<file path="src/rtl/layer_seq_ctrl_if.sv">
// Handshake/bus bundle between the layer sequencer, the top-level controller,
// and the node/memory pair.
interface layer_seq_ctrl_if #(
  parameter int unsigned ADDR_W = 16
);
  logic              start_top2c;
  logic              done_flag_node2c;
  logic              rd_en_c2mem;
  logic [ADDR_W-1:0] rd_addr_c2mem;
  logic              head_c2node;
  logic [3:0]        data_sel_c2node;
  logic              wr_en_c2mem;
  logic [ADDR_W-1:0] wr_addr_c2mem;
  logic              busy_c2top;
  logic              done_c2top;
  logic              err_c2top;

  modport master (
    input  start_top2c, done_flag_node2c,
    output rd_en_c2mem, rd_addr_c2mem, head_c2node, data_sel_c2node,
           wr_en_c2mem, wr_addr_c2mem, busy_c2top, done_c2top, err_c2top
  );

  modport slave (
    output start_top2c, done_flag_node2c,
    input  rd_en_c2mem, rd_addr_c2mem, head_c2node, data_sel_c2node,
           wr_en_c2mem, wr_addr_c2mem, busy_c2top, done_c2top, err_c2top
  );
endinterface

</file>
<file path="src/rtl/layer_seq_ctrl.sv">
// One layer pass: stream N_INPUTS samples into the node, wait for its done flag,
// then drain N_NEURONS outputs to memory. All outputs registered.
module layer_seq_ctrl #(
  parameter int unsigned N_INPUTS    = 784,
  parameter int unsigned N_NEURONS   = 10,
  parameter int unsigned ADDR_W      = 16,
  parameter int unsigned OUT_BASE    = 0,
  parameter int unsigned TIMEOUT_CYC = 1023
) (
  input  logic             clock_c_in,
  input  logic             reset_c_in,
  layer_seq_ctrl_if.master bus
);

  localparam int unsigned TW = (TIMEOUT_CYC > 1) ? $clog2(TIMEOUT_CYC) : 1;
  localparam logic [ADDR_W-1:0] LAST_K    = ADDR_W'(N_INPUTS - 1);
  localparam logic [ADDR_W-1:0] BASE_A    = ADDR_W'(OUT_BASE);
  localparam logic [TW-1:0]     TMO_LAST  = TW'(TIMEOUT_CYC - 1);
  localparam logic [3:0]        NN_LAST   = 4'(N_NEURONS - 1);
  localparam logic [3:0]        NN_ALL    = 4'(N_NEURONS);
  localparam logic [3:0]        SEL_IDLE  = 4'b1111;

  typedef enum logic [2:0] {S_IDLE, S_LOAD, S_FLUSH, S_WAIT, S_DRAIN, S_FIN} state_t;

  state_t            state_q, state_d;
  logic              rd_en_q, rd_en_d;
  logic [ADDR_W-1:0] rd_addr_q, rd_addr_d;
  logic              head_q, head_d;
  logic [3:0]        sel_q, sel_d;
  logic              wr_en_q, wr_en_d;
  logic [ADDR_W-1:0] wr_addr_q, wr_addr_d;
  logic              busy_q, busy_d;
  logic              done_q, done_d;
  logic              err_q, err_d;
  logic [TW-1:0]     tmo_q, tmo_d;
  logic [3:0]        cnt_q, cnt_d;

  always_ff @(posedge clock_c_in or posedge reset_c_in) begin
    if (reset_c_in) begin
      state_q   <= S_IDLE;
      rd_en_q   <= 1'b0;
      rd_addr_q <= '0;
      head_q    <= 1'b0;
      sel_q     <= SEL_IDLE;
      wr_en_q   <= 1'b0;
      wr_addr_q <= '0;
      busy_q    <= 1'b0;
      done_q    <= 1'b0;
      err_q     <= 1'b0;
      tmo_q     <= '0;
      cnt_q     <= '0;
    end else begin
      state_q   <= state_d;
      rd_en_q   <= rd_en_d;
      rd_addr_q <= rd_addr_d;
      head_q    <= head_d;
      sel_q     <= sel_d;
      wr_en_q   <= wr_en_d;
      wr_addr_q <= wr_addr_d;
      busy_q    <= busy_d;
      done_q    <= done_d;
      err_q     <= err_d;
      tmo_q     <= tmo_d;
      cnt_q     <= cnt_d;
    end
  end

  always_comb begin
    state_d   = state_q;
    rd_en_d   = rd_en_q;
    rd_addr_d = rd_addr_q;
    head_d    = rd_en_q;   // data returns one cycle after the read strobe
    sel_d     = sel_q;
    wr_en_d   = 1'b0;
    wr_addr_d = wr_addr_q;
    busy_d    = busy_q;
    done_d    = 1'b0;
    err_d     = err_q;
    tmo_d     = tmo_q;
    cnt_d     = cnt_q;

    unique case (state_q)
      S_IDLE: begin
        if (bus.start_top2c) begin
          state_d   = S_LOAD;
          busy_d    = 1'b1;
          err_d     = 1'b0;
          rd_en_d   = 1'b1;
          rd_addr_d = '0;
          tmo_d     = '0;
          cnt_d     = '0;
        end
      end
      S_LOAD: begin
        if (rd_addr_q == LAST_K) begin
          state_d = S_FLUSH;
          rd_en_d = 1'b0;
        end else begin
          rd_addr_d = rd_addr_q + 1'b1;
        end
      end
      S_FLUSH: begin
        state_d = S_WAIT;
        tmo_d   = '0;
      end
      S_WAIT: begin
        // A done flag on the expiry cycle wins over the timeout.
        if (bus.done_flag_node2c) begin
          state_d = S_DRAIN;
          sel_d   = '0;
          cnt_d   = '0;
        end else if (tmo_q == TMO_LAST) begin
          state_d = S_FIN;
          err_d   = 1'b1;
          done_d  = 1'b1;
        end else begin
          tmo_d = tmo_q + 1'b1;
        end
      end
      S_DRAIN: begin
        // cnt_q == N_NEURONS is the lag cycle carrying the last write.
        if (cnt_q == NN_ALL) begin
          state_d = S_FIN;
          done_d  = 1'b1;
        end else begin
          wr_en_d   = 1'b1;
          wr_addr_d = BASE_A + ADDR_W'(cnt_q);
          sel_d     = (cnt_q == NN_LAST) ? SEL_IDLE : cnt_q + 4'd1;
          cnt_d     = cnt_q + 4'd1;
        end
      end
      S_FIN: begin
        state_d = S_IDLE;
        busy_d  = 1'b0;
      end
      default: state_d = S_IDLE;
    endcase
  end

  assign bus.rd_en_c2mem     = rd_en_q;
  assign bus.rd_addr_c2mem   = rd_addr_q;
  assign bus.head_c2node     = head_q;
  assign bus.data_sel_c2node = sel_q;
  assign bus.wr_en_c2mem     = wr_en_q;
  assign bus.wr_addr_c2mem   = wr_addr_q;
  assign bus.busy_c2top      = busy_q;
  assign bus.done_c2top      = done_q;
  assign bus.err_c2top       = err_q;

endmodule

</file>
<file path="src/flat_wrapper.sv">
// flat-port wrapper written by rule: the top's interface ports become plain ports
module layer_seq_ctrl_flat 
#(
  parameter int unsigned N_INPUTS    = 784,
  parameter int unsigned N_NEURONS   = 10,
  parameter int unsigned ADDR_W      = 16,
  parameter int unsigned OUT_BASE    = 0,
  parameter int unsigned TIMEOUT_CYC = 1023
)
  (clock_c_in, reset_c_in, bus_start_top2c, bus_done_flag_node2c, bus_rd_en_c2mem, bus_rd_addr_c2mem, bus_head_c2node, bus_data_sel_c2node, bus_wr_en_c2mem, bus_wr_addr_c2mem, bus_busy_c2top, bus_done_c2top, bus_err_c2top);
  layer_seq_ctrl_if #(.ADDR_W(ADDR_W)) bus_i ();
  input  logic clock_c_in;
  input  logic reset_c_in;
  input wire logic [$bits(bus_i.start_top2c)-1:0] bus_start_top2c;
  input wire logic [$bits(bus_i.done_flag_node2c)-1:0] bus_done_flag_node2c;
  output wire logic [$bits(bus_i.rd_en_c2mem)-1:0] bus_rd_en_c2mem;
  output wire logic [$bits(bus_i.rd_addr_c2mem)-1:0] bus_rd_addr_c2mem;
  output wire logic [$bits(bus_i.head_c2node)-1:0] bus_head_c2node;
  output wire logic [$bits(bus_i.data_sel_c2node)-1:0] bus_data_sel_c2node;
  output wire logic [$bits(bus_i.wr_en_c2mem)-1:0] bus_wr_en_c2mem;
  output wire logic [$bits(bus_i.wr_addr_c2mem)-1:0] bus_wr_addr_c2mem;
  output wire logic [$bits(bus_i.busy_c2top)-1:0] bus_busy_c2top;
  output wire logic [$bits(bus_i.done_c2top)-1:0] bus_done_c2top;
  output wire logic [$bits(bus_i.err_c2top)-1:0] bus_err_c2top;
  assign bus_i.start_top2c = bus_start_top2c;
  assign bus_i.done_flag_node2c = bus_done_flag_node2c;
  assign bus_rd_en_c2mem = bus_i.rd_en_c2mem;
  assign bus_rd_addr_c2mem = bus_i.rd_addr_c2mem;
  assign bus_head_c2node = bus_i.head_c2node;
  assign bus_data_sel_c2node = bus_i.data_sel_c2node;
  assign bus_wr_en_c2mem = bus_i.wr_en_c2mem;
  assign bus_wr_addr_c2mem = bus_i.wr_addr_c2mem;
  assign bus_busy_c2top = bus_i.busy_c2top;
  assign bus_done_c2top = bus_i.done_c2top;
  assign bus_err_c2top = bus_i.err_c2top;
  layer_seq_ctrl #(.N_INPUTS(N_INPUTS), .N_NEURONS(N_NEURONS), .ADDR_W(ADDR_W), .OUT_BASE(OUT_BASE), .TIMEOUT_CYC(TIMEOUT_CYC)) u_core (.clock_c_in(clock_c_in), .reset_c_in(reset_c_in), .bus(bus_i));
endmodule
</file>
<file path="config.mk">
export PLATFORM = sky130hd
export DESIGN_NAME = layer_seq_ctrl_flat
export DESIGN_NICKNAME = d
export VERILOG_FILES = /design/src/rtl/layer_seq_ctrl_if.sv /design/src/rtl/layer_seq_ctrl.sv /design/src/flat_wrapper.sv
export SDC_FILE = /design/constraint.sdc
export NUM_CORES = 1
export LEC_CHECK = 0
export ABC_CLOCK_PERIOD_IN_PS = 2200
export BUFFER_PORTS_ARGS = -buffer_cell sky130_fd_sc_hd__buf_2
export CAP_MARGIN = 20
export CORE_MARGIN = 10
export CORE_UTILIZATION = 45
export CTS_CLUSTER_DIAMETER = 40
export DETAILED_ROUTE_END_ITERATION = 10
export PLACE_DENSITY = 0.67
export RECOVER_POWER = 100
export SYNTH_ARGS = -nofsm -noshare
export SYNTH_HDL_FRONTEND = slang
export SYNTH_SLANG_ARGS = --single-unit
</file>
<file path="constraint.sdc">
create_clock -name clock_c_in -period 2.2 [get_ports clock_c_in]
set_input_delay 0.33 -clock clock_c_in [delete_from_list [all_inputs] [get_ports clock_c_in]]
set_output_delay 0.33 -clock clock_c_in [all_outputs]
set_load 0.1 [all_outputs]
</file>
==> reports/results.ini, run 1 <==
[outcome]
outcome = completed

[power]
combPwrFrac_pct = 33.2
p_seq_share_pct = 44.6
p_per_area_nw_per_um2 = 834
swShare_pct = 44.9
p_leak_uw = 0.00121
p_clk_share_pct = 22.2
p_sw_uw = 1030
ir_drop_uv = 745
internal-power_uw = 1260

[route]
wl_met3_um = 336
wl_um = 5580
vias = 2131
wire_per_inst_um = 14.6
drc_errors = 0
met1_length_um = 2600
drt-pass1-iter-count = 4
dr.max_layer_used = met4
postRouteAntennaNets = 0
vias_per_cell = 5.56
drtIter0Drc = 66
wl_met2_um = 2590

[setup_path]
crit_type = reg -> reg
cp-start-kind = register
ff2ff_path_depth = 6
crit_required_ps = 2380
worstReg2RegStart = u_core.bus.rd_addr_c2mem[12]$_DFFE_PP0P_
ff2ff_setup_slack_ps = 210
r2r_end = u_core.bus.rd_addr_c2mem[7]$_DFFE_PP0P_
critPathMaxFanout = 8
critical_path_arrival_ps = 2170
critPathCaptureType = register

[floorplan]
die-area_um2 = 8880
coreArea_um2 = 5240
pin_count = 46
die_w_um = 94.2
die_h_um = 94.2
initial_core_util_pct = 47.3
rows = 26

[place]
dpl.hpwl_um = 3980
io_buffers = 33
placed_cells = 375
dpl-instance-area_um2 = 2700
gp_routability_congestion = 0.796

[layout]
layout_common_cells = 44 x o21ai_0, 36 x dfrtp_1, 28 x nand2_1
design_area_um2 = 2750
drive_gt1_share_pct = 13.7
layout.nets = 322
final_common_cell = o21ai_0
final_cells = 383
fillers = 519
area_delta_synth_final_pct = 10.7
diodes = 0

[worst_hold_path]
worstHoldPathType = in -> async

[global_route]
grt_usage_pct = 12.7
grt_max_degree = 48
grt_pass1_vias = 2023
antenna_found_initial = 0
grt_pass1_wl_um = 9400
grt.overflow.total = 0

[synthesis]
synth_area_per_cell_um2 = 9.08
ys_types = 43
syn_area_um2 = 2480
yosys_register_bits = 47
yosysWarnings = 0
synth_edf_count = 0
synth_compound_area_share_pct = 21.0
synth_fa_ha_area_share_pct = 3.03
synth_flop_cell = dfrtp_1
synth_top_family_by_area = compound AO/OA/AOI/OAI gates
synth_seq_area_share_pct = 47.6
synth_simple_gate_area_share_pct = 20.3
synthXorXnorAreaFrac_pct = 0.706
postSynthCellCount = 273
synthMuxAreaShare_pct = 0.454
async_reset_ff_share_pct = 100

[sta]
max_slew_margin_pct = 21.0
min_period_ps = 1990
finClkSkew_ps = 3.89
rsz0062_at_grt = false
fmax_mhz = 502
final-max-slew-violation-count = 0
worst_slew_pin_slew_ps = 1190
hold_viol_final = 0
setup-tns-final_ps = 0
post-route-period-util_pct = 90.6
finalSetupViolCount = 0
fin_hold_ws_ps = 391

[cts]
clockBufferDepth = 2
root_buffer = clkbuf_8
cts_hold_buf = 0
post-cts-setup-buffer-count = 0
worst_setup_hold_path_clk_slew_ps = 90
cts_resized = 0
clk_latency_ps = 290
cts_tree = yes
clkSinkCount = 47
htree_levels = 2
numCtsBuffers = 5

[run]
max-cap-violations = 0

[critical path, cell delays in order (launching register included)]
cell	delay, ps
dfrtp_1	460
nor4_1	420
a41o_1	400
clkbuf_2	270
nor2_1	70
o21ai_0	160
o31ai_1	100
[cells by family after synthesis]
group / Yosys count
mux: 1
buf+inv: 28
flops: 47
compound gates: 87
other cells: 1
fa+ha+maj: 6
xor+xnor: 2
simple gates: 101
[state kept, by name (all words and copies together) (netlist names)]
register	count
u_core.bus.err_c2top	1
u_core.bus.done_c2top	1
u_core.bus.wr_en_c2mem	1
u_core.cnt_q	4
u_core.state_q	3
u_core.tmo_q	10
u_core.bus.wr_addr_c2mem	4
u_core.bus.head_c2node	1
u_core.bus.busy_c2top	1
u_core.bus.data_sel_c2node	4
u_core.bus.rd_en_c2mem	1
u_core.bus.rd_addr_c2mem	16
[per-stage QoR]
| stage | util [%] | setup slack [ps] | total power [uW] |
|---|---|---|---|
| 3_5_place_dp | 51.6 | 318 | 1810 |
| 4_1_cts | 53.2 | 309 | 2320 |
| 6_report | 52.4 | 207 | 2290 |
| 3_3_place_gp | 51.6 | 367 | 1800 |
| 5_1_grt | 52.4 | 68.5 | 2390 |
| 2_1_floorplan | - | 10.1 | 1680 |
[cells in the mapped netlist, types with 2 or more instances]
cell type | number | area share, %
dfrtp_1 | 43 | 43
o21ai_0 | 37 | 7.5
nand2_1 | 28 | 4.2
nor2_1 | 23 | 3.5
nand3_1 | 15 | 3.0
a21oi_1 | 12 | 2.4
buf_4 | 12 | 3.6
inv_1 | 9 | 1.4
nand4_1 | 8 | 2.0
o21ai_1 | 8 | 1.6
o31ai_1 | 8 | 2.4
a31oi_1 | 7 | 1.8
ha_1 | 6 | 3.0
clkbuf_1 | 5 | 0.76
nor3_1 | 5 | 1.0
a21o_1 | 4 | 1.2
and4_1 | 4 | 1.4
dfstp_2 | 4 | 4.2
nand3b_1 | 3 | 0.91
nor2b_1 | 3 | 0.76
nor4_1 | 3 | 0.76
buf_6 | 2 | 0.91
nand2b_1 | 2 | 0.50
o21a_1 | 2 | 0.61
o41ai_1 | 2 | 0.71
[area by class of cell]
cell class	instances	area (um^2)	share of cell area, %
Multi-Input combinational cell	209	1170	42.6
Timing Repair Buffer	40	183	6.65
Tap cell	70	87.6	3.19
Clock inverter	1	5.00	0.182
Clock buffer	7	76.3	2.78
Sequential cell	47	1190	43.3
Inverter	9	33.8	1.23
[power groups by stage]
stage | Clock, uW | Sequential (uW) | Combinational (uW)
final | 508 | 1020 | 759
after global routing | 551 | 1030 | 804
after CTS | 526 | 1020 | 774
after detailed placement | 0 | 1040 | 773
after global placement | 0 | 1030 | 768
after floorplan | 0 | 1400 | 288
[how the worst max path moves through the flow]
stage / from / endpoint / slack (ps)
final: u_core.bus.rd_addr_c2mem[12]$_DFFE_PP0P_ / u_core.bus.rd_addr_c2mem[7]$_DFFE_PP0P_ / 210
after global routing: u_core.bus.rd_addr_c2mem[12]$_DFFE_PP0P_ / u_core.bus.rd_addr_c2mem[7]$_DFFE_PP0P_ / 70
after CTS: u_core.bus.rd_addr_c2mem[12]$_DFFE_PP0P_ / u_core.bus.rd_addr_c2mem[13]$_DFFE_PP0P_ / 310
after detailed placement: u_core.bus.rd_addr_c2mem[12]$_DFFE_PP0P_ / u_core.bus.rd_addr_c2mem[13]$_DFFE_PP0P_ / 320
after global placement: u_core.bus.rd_addr_c2mem[4]$_DFFE_PP0P_ / u_core.bus.rd_addr_c2mem[13]$_DFFE_PP0P_ / 370
after floorplan: u_core.bus.rd_addr_c2mem[4]$_DFFE_PP0P_ / u_core.bus.rd_addr_c2mem[14]$_DFFE_PP0P_ / 10
[per-layer routing]
layer / GRT usage, % / vias up
li1: - / 1045
met1: 15.3 / 1045
met2: 21.2 / 36
met3: 3.44 / 5
met4: 4.56 / 0
met5: 0 / -
(Power assumes the default switching activity.)
==> inputs of run 2 (changes only) <==
- BUFFER_PORTS_ARGS: -buffer_cell sky130_fd_sc_hd__buf_2 -> default
- DONT_BUFFER_PORTS: default -> 1
- PLACE_DENSITY: 0.67 -> default
==> reports/results.ini, run 2 (synthesis gave the netlist of run 1 again) <==
[outcome]
outcome = completed  ; unchanged

[worst_hold_path]
hold-path-cell-count = 3
hold_end = u_core.state_q[0]$_DFFE_PP0P_
worstHoldPathType = in -> reg  ; was in -> async
hp-start = bus_done_flag_node2c

[sta]
post-route-period-util_pct = 88.0  ; was 90.6%
min_period_ps = 1940  ; was 1990 ps
rsz0062_at_grt = false  ; unchanged
hold_viol_final = 0  ; unchanged
finalSetupViolCount = 0  ; unchanged
fmax_mhz = 517  ; was 502 MHz
worst_slew_pin_slew_ps = 1260  ; was 1190 ps
finClkSkew_ps = 4.79  ; was 3.89 ps
max_slew_margin_pct = 16.3  ; was 21.0%
setup-tns-final_ps = 0  ; unchanged
final-max-slew-violation-count = 0  ; unchanged

[setup_path]
ff2ff_path_depth = 6  ; unchanged
r2r_end = u_core.bus.rd_addr_c2mem[13]$_DFFE_PP0P_  ; was u_core.bus.rd_addr_c2mem[7]$_DFFE_PP0P_
crit_type = reg -> reg  ; unchanged
cp_slowest_stage_delay_ps = 440  ; was 460 ps
critPathCaptureType = register  ; unchanged
crit_required_ps = 2380  ; about the same
critPathMaxFanout = 8  ; unchanged
setup.worst_path.start = u_core.bus.rd_addr_c2mem[5]$_DFFE_PP0P_  ; was u_core.bus.rd_addr_c2mem[12]$_DFFE_PP0P_
path_cells = buf_4, nand4_1, nor2_1, a41oi_1, o21ai_0, o31ai_1  ; was nor4_1, a41o_1, clkbuf_2, nor2_1, o21ai_0, o31ai_1
critical_path_arrival_ps = 2110  ; was 2170 ps
ff2ff_setup_slack_ps = 260  ; was 210 ps
worstReg2RegStart = u_core.bus.rd_addr_c2mem[5]$_DFFE_PP0P_  ; was u_core.bus.rd_addr_c2mem[12]$_DFFE_PP0P_
cp-start-kind = register  ; unchanged
cp_slowest_cell = nor2_1  ; was dfrtp_1

[floorplan]
die_w_um = 94.2  ; unchanged
die-area_um2 = 8880  ; unchanged
rows = 26  ; unchanged
coreArea_um2 = 5240  ; unchanged
initial_core_util_pct = 47.3  ; unchanged
pin_count = 46  ; unchanged
die_h_um = 94.2  ; unchanged

[layout]
area_delta_synth_final_pct = 10.4  ; was 10.7%
fillers = 522  ; was 519
layout.nets = 316  ; was 322
drive_gt1_share_pct = 14.0  ; was 13.7%
diodes = 0  ; unchanged
layout_common_cells = 43 x o21ai_0, 36 x dfrtp_1, 28 x nand2_1  ; was 44 x o21ai_0, 36 x dfrtp_1, 28 x nand2_1
final_common_cell = o21ai_0  ; unchanged
largest_register_ffs = 16  ; unchanged
fin_util_pct = 52.3  ; was 52.4%

[cts]
worst_setup_hold_path_clk_slew_ps = 80  ; was 90 ps
htree_levels = 2  ; unchanged
root_buffer = clkbuf_8  ; unchanged
numCtsBuffers = 5  ; unchanged
clockBufferDepth = 2  ; unchanged
clk_latency_ps = 300  ; was 290 ps
clkSinkCount = 47  ; unchanged
cts_tree = yes  ; unchanged

[route]
vias = 2103  ; was 2131
wl_um = 5710  ; was 5580 um
postRouteAntennaNets = 0  ; unchanged
drc_errors = 0  ; unchanged
vias_per_cell = 5.58  ; was 5.56
drt-pass1-iter-count = 4  ; unchanged
drtIter0Drc = 78  ; was 66
wire_per_inst_um = 15.1  ; was 14.6 um

[place]
gp_routability_congestion = 0.801  ; was 0.796
io_buffers = 0  ; was 33
dpl.hpwl_um = 4240  ; was 3980 um

[global_route]
grt_pass1_vias = 2031  ; was 2023
grt.overflow.total = 0  ; unchanged
grt_max_degree = 20  ; was 48
antenna_found_initial = 0  ; unchanged
grt_pass1_wl_um = 9830  ; was 9400 um
grt_usage_pct = 13.4  ; was 12.7%

[power]
p_per_area_nw_per_um2 = 836  ; was 834 nW/um^2
ir_drop_uv = 632  ; was 745 uV
p_leak_uw = 0.00121  ; about the same

[run]
max-cap-violations = 0  ; unchanged

==> run 2: cell count changes in the layout (fill, tap and decap cells not counted), sizes merged <==
cell	before	now
clkinv	1	3
clkbuf	41	32
dlygate4sd3	0	1
==> run 2: how the worst max path moves through the flow <==
stage,slack (ps),cells past startpoint,end
after floorplan,10,5,u_core.bus.rd_addr_c2mem[14]$_DFFE_PP0P_
after global placement,380,5,u_core.bus.rd_addr_c2mem[14]$_DFFE_PP0P_
final,260,6,u_core.bus.rd_addr_c2mem[13]$_DFFE_PP0P_
after detailed placement,350,6,u_core.bus.rd_addr_c2mem[13]$_DFFE_PP0P_
after global routing,90,6,u_core.bus.rd_addr_c2mem[13]$_DFFE_PP0P_
after CTS,310,7,u_core.cnt_q[2]$_DFFE_PP0P_
==> run 2: critical path: cells and delay by family (launching register included) <==
kind,cells,cell delay [ps]
flops,1,380
buf+inv,1,320
simple gates,2,630
compound gates,3,480
==> run 2: cell type report <==
cell class              count  area (um^2)  share of cell area [%]
repair buffers             34          176                    6.44
flip-flops and latches     47         1190                    43.5
well taps                  70         87.6                    3.20
clock inverters             3         15.0                   0.548
inverters                   9         33.8                    1.23
clock buffers               5         68.8                    2.51
multi-input cells         209         1170                    42.6
==> run 2: stage by stage <==
stage | hold slack, ps | worst slack [ps] | cells | power, uW | instance area, um^2
CTS | 229 | 313 | 377 | 2360 | 2830
finish | 236 | 264 | 377 | 2290 | 2740
detailed placement | 170 | 348 | 368 | 1840 | 2730
global placement | 161 | 376 | 368 | 1830 | 2730
global route | 232 | 90.0 | 377 | 2400 | 2740
floorplan | 444 | 10.1 | 284 | 1680 | 2530
==> run 2: where the power goes <==
part           total, uW  switching (uW)  internal [uW]  leakage [uW]
logic                774             653            121      0.000559
clock network        506             288            218     0.0000477
registers           1010            84.9            925      0.000605
total               2290            1030           1260       0.00121
==> run 2: repair_timing <==
action,CTS,global route
hold endpoints to repair,10,0
resized for setup,0,0
hold buffers,1,0
buffers inserted,0,0
==> run 2: metal layers <==
| metal | up-vias | part of all wire, % | track usage [%] |
|---|---|---|---|
| met1 | 1012 | 44 | 16.3 |
| met3 | 5 | 8.5 | 4.80 |
| li1 | 1035 | - | - |
| met2 | 51 | 47 | 21.4 |
| met4 | 0 | 0.84 | 4.05 |
| met5 | - | 0 | 0 |
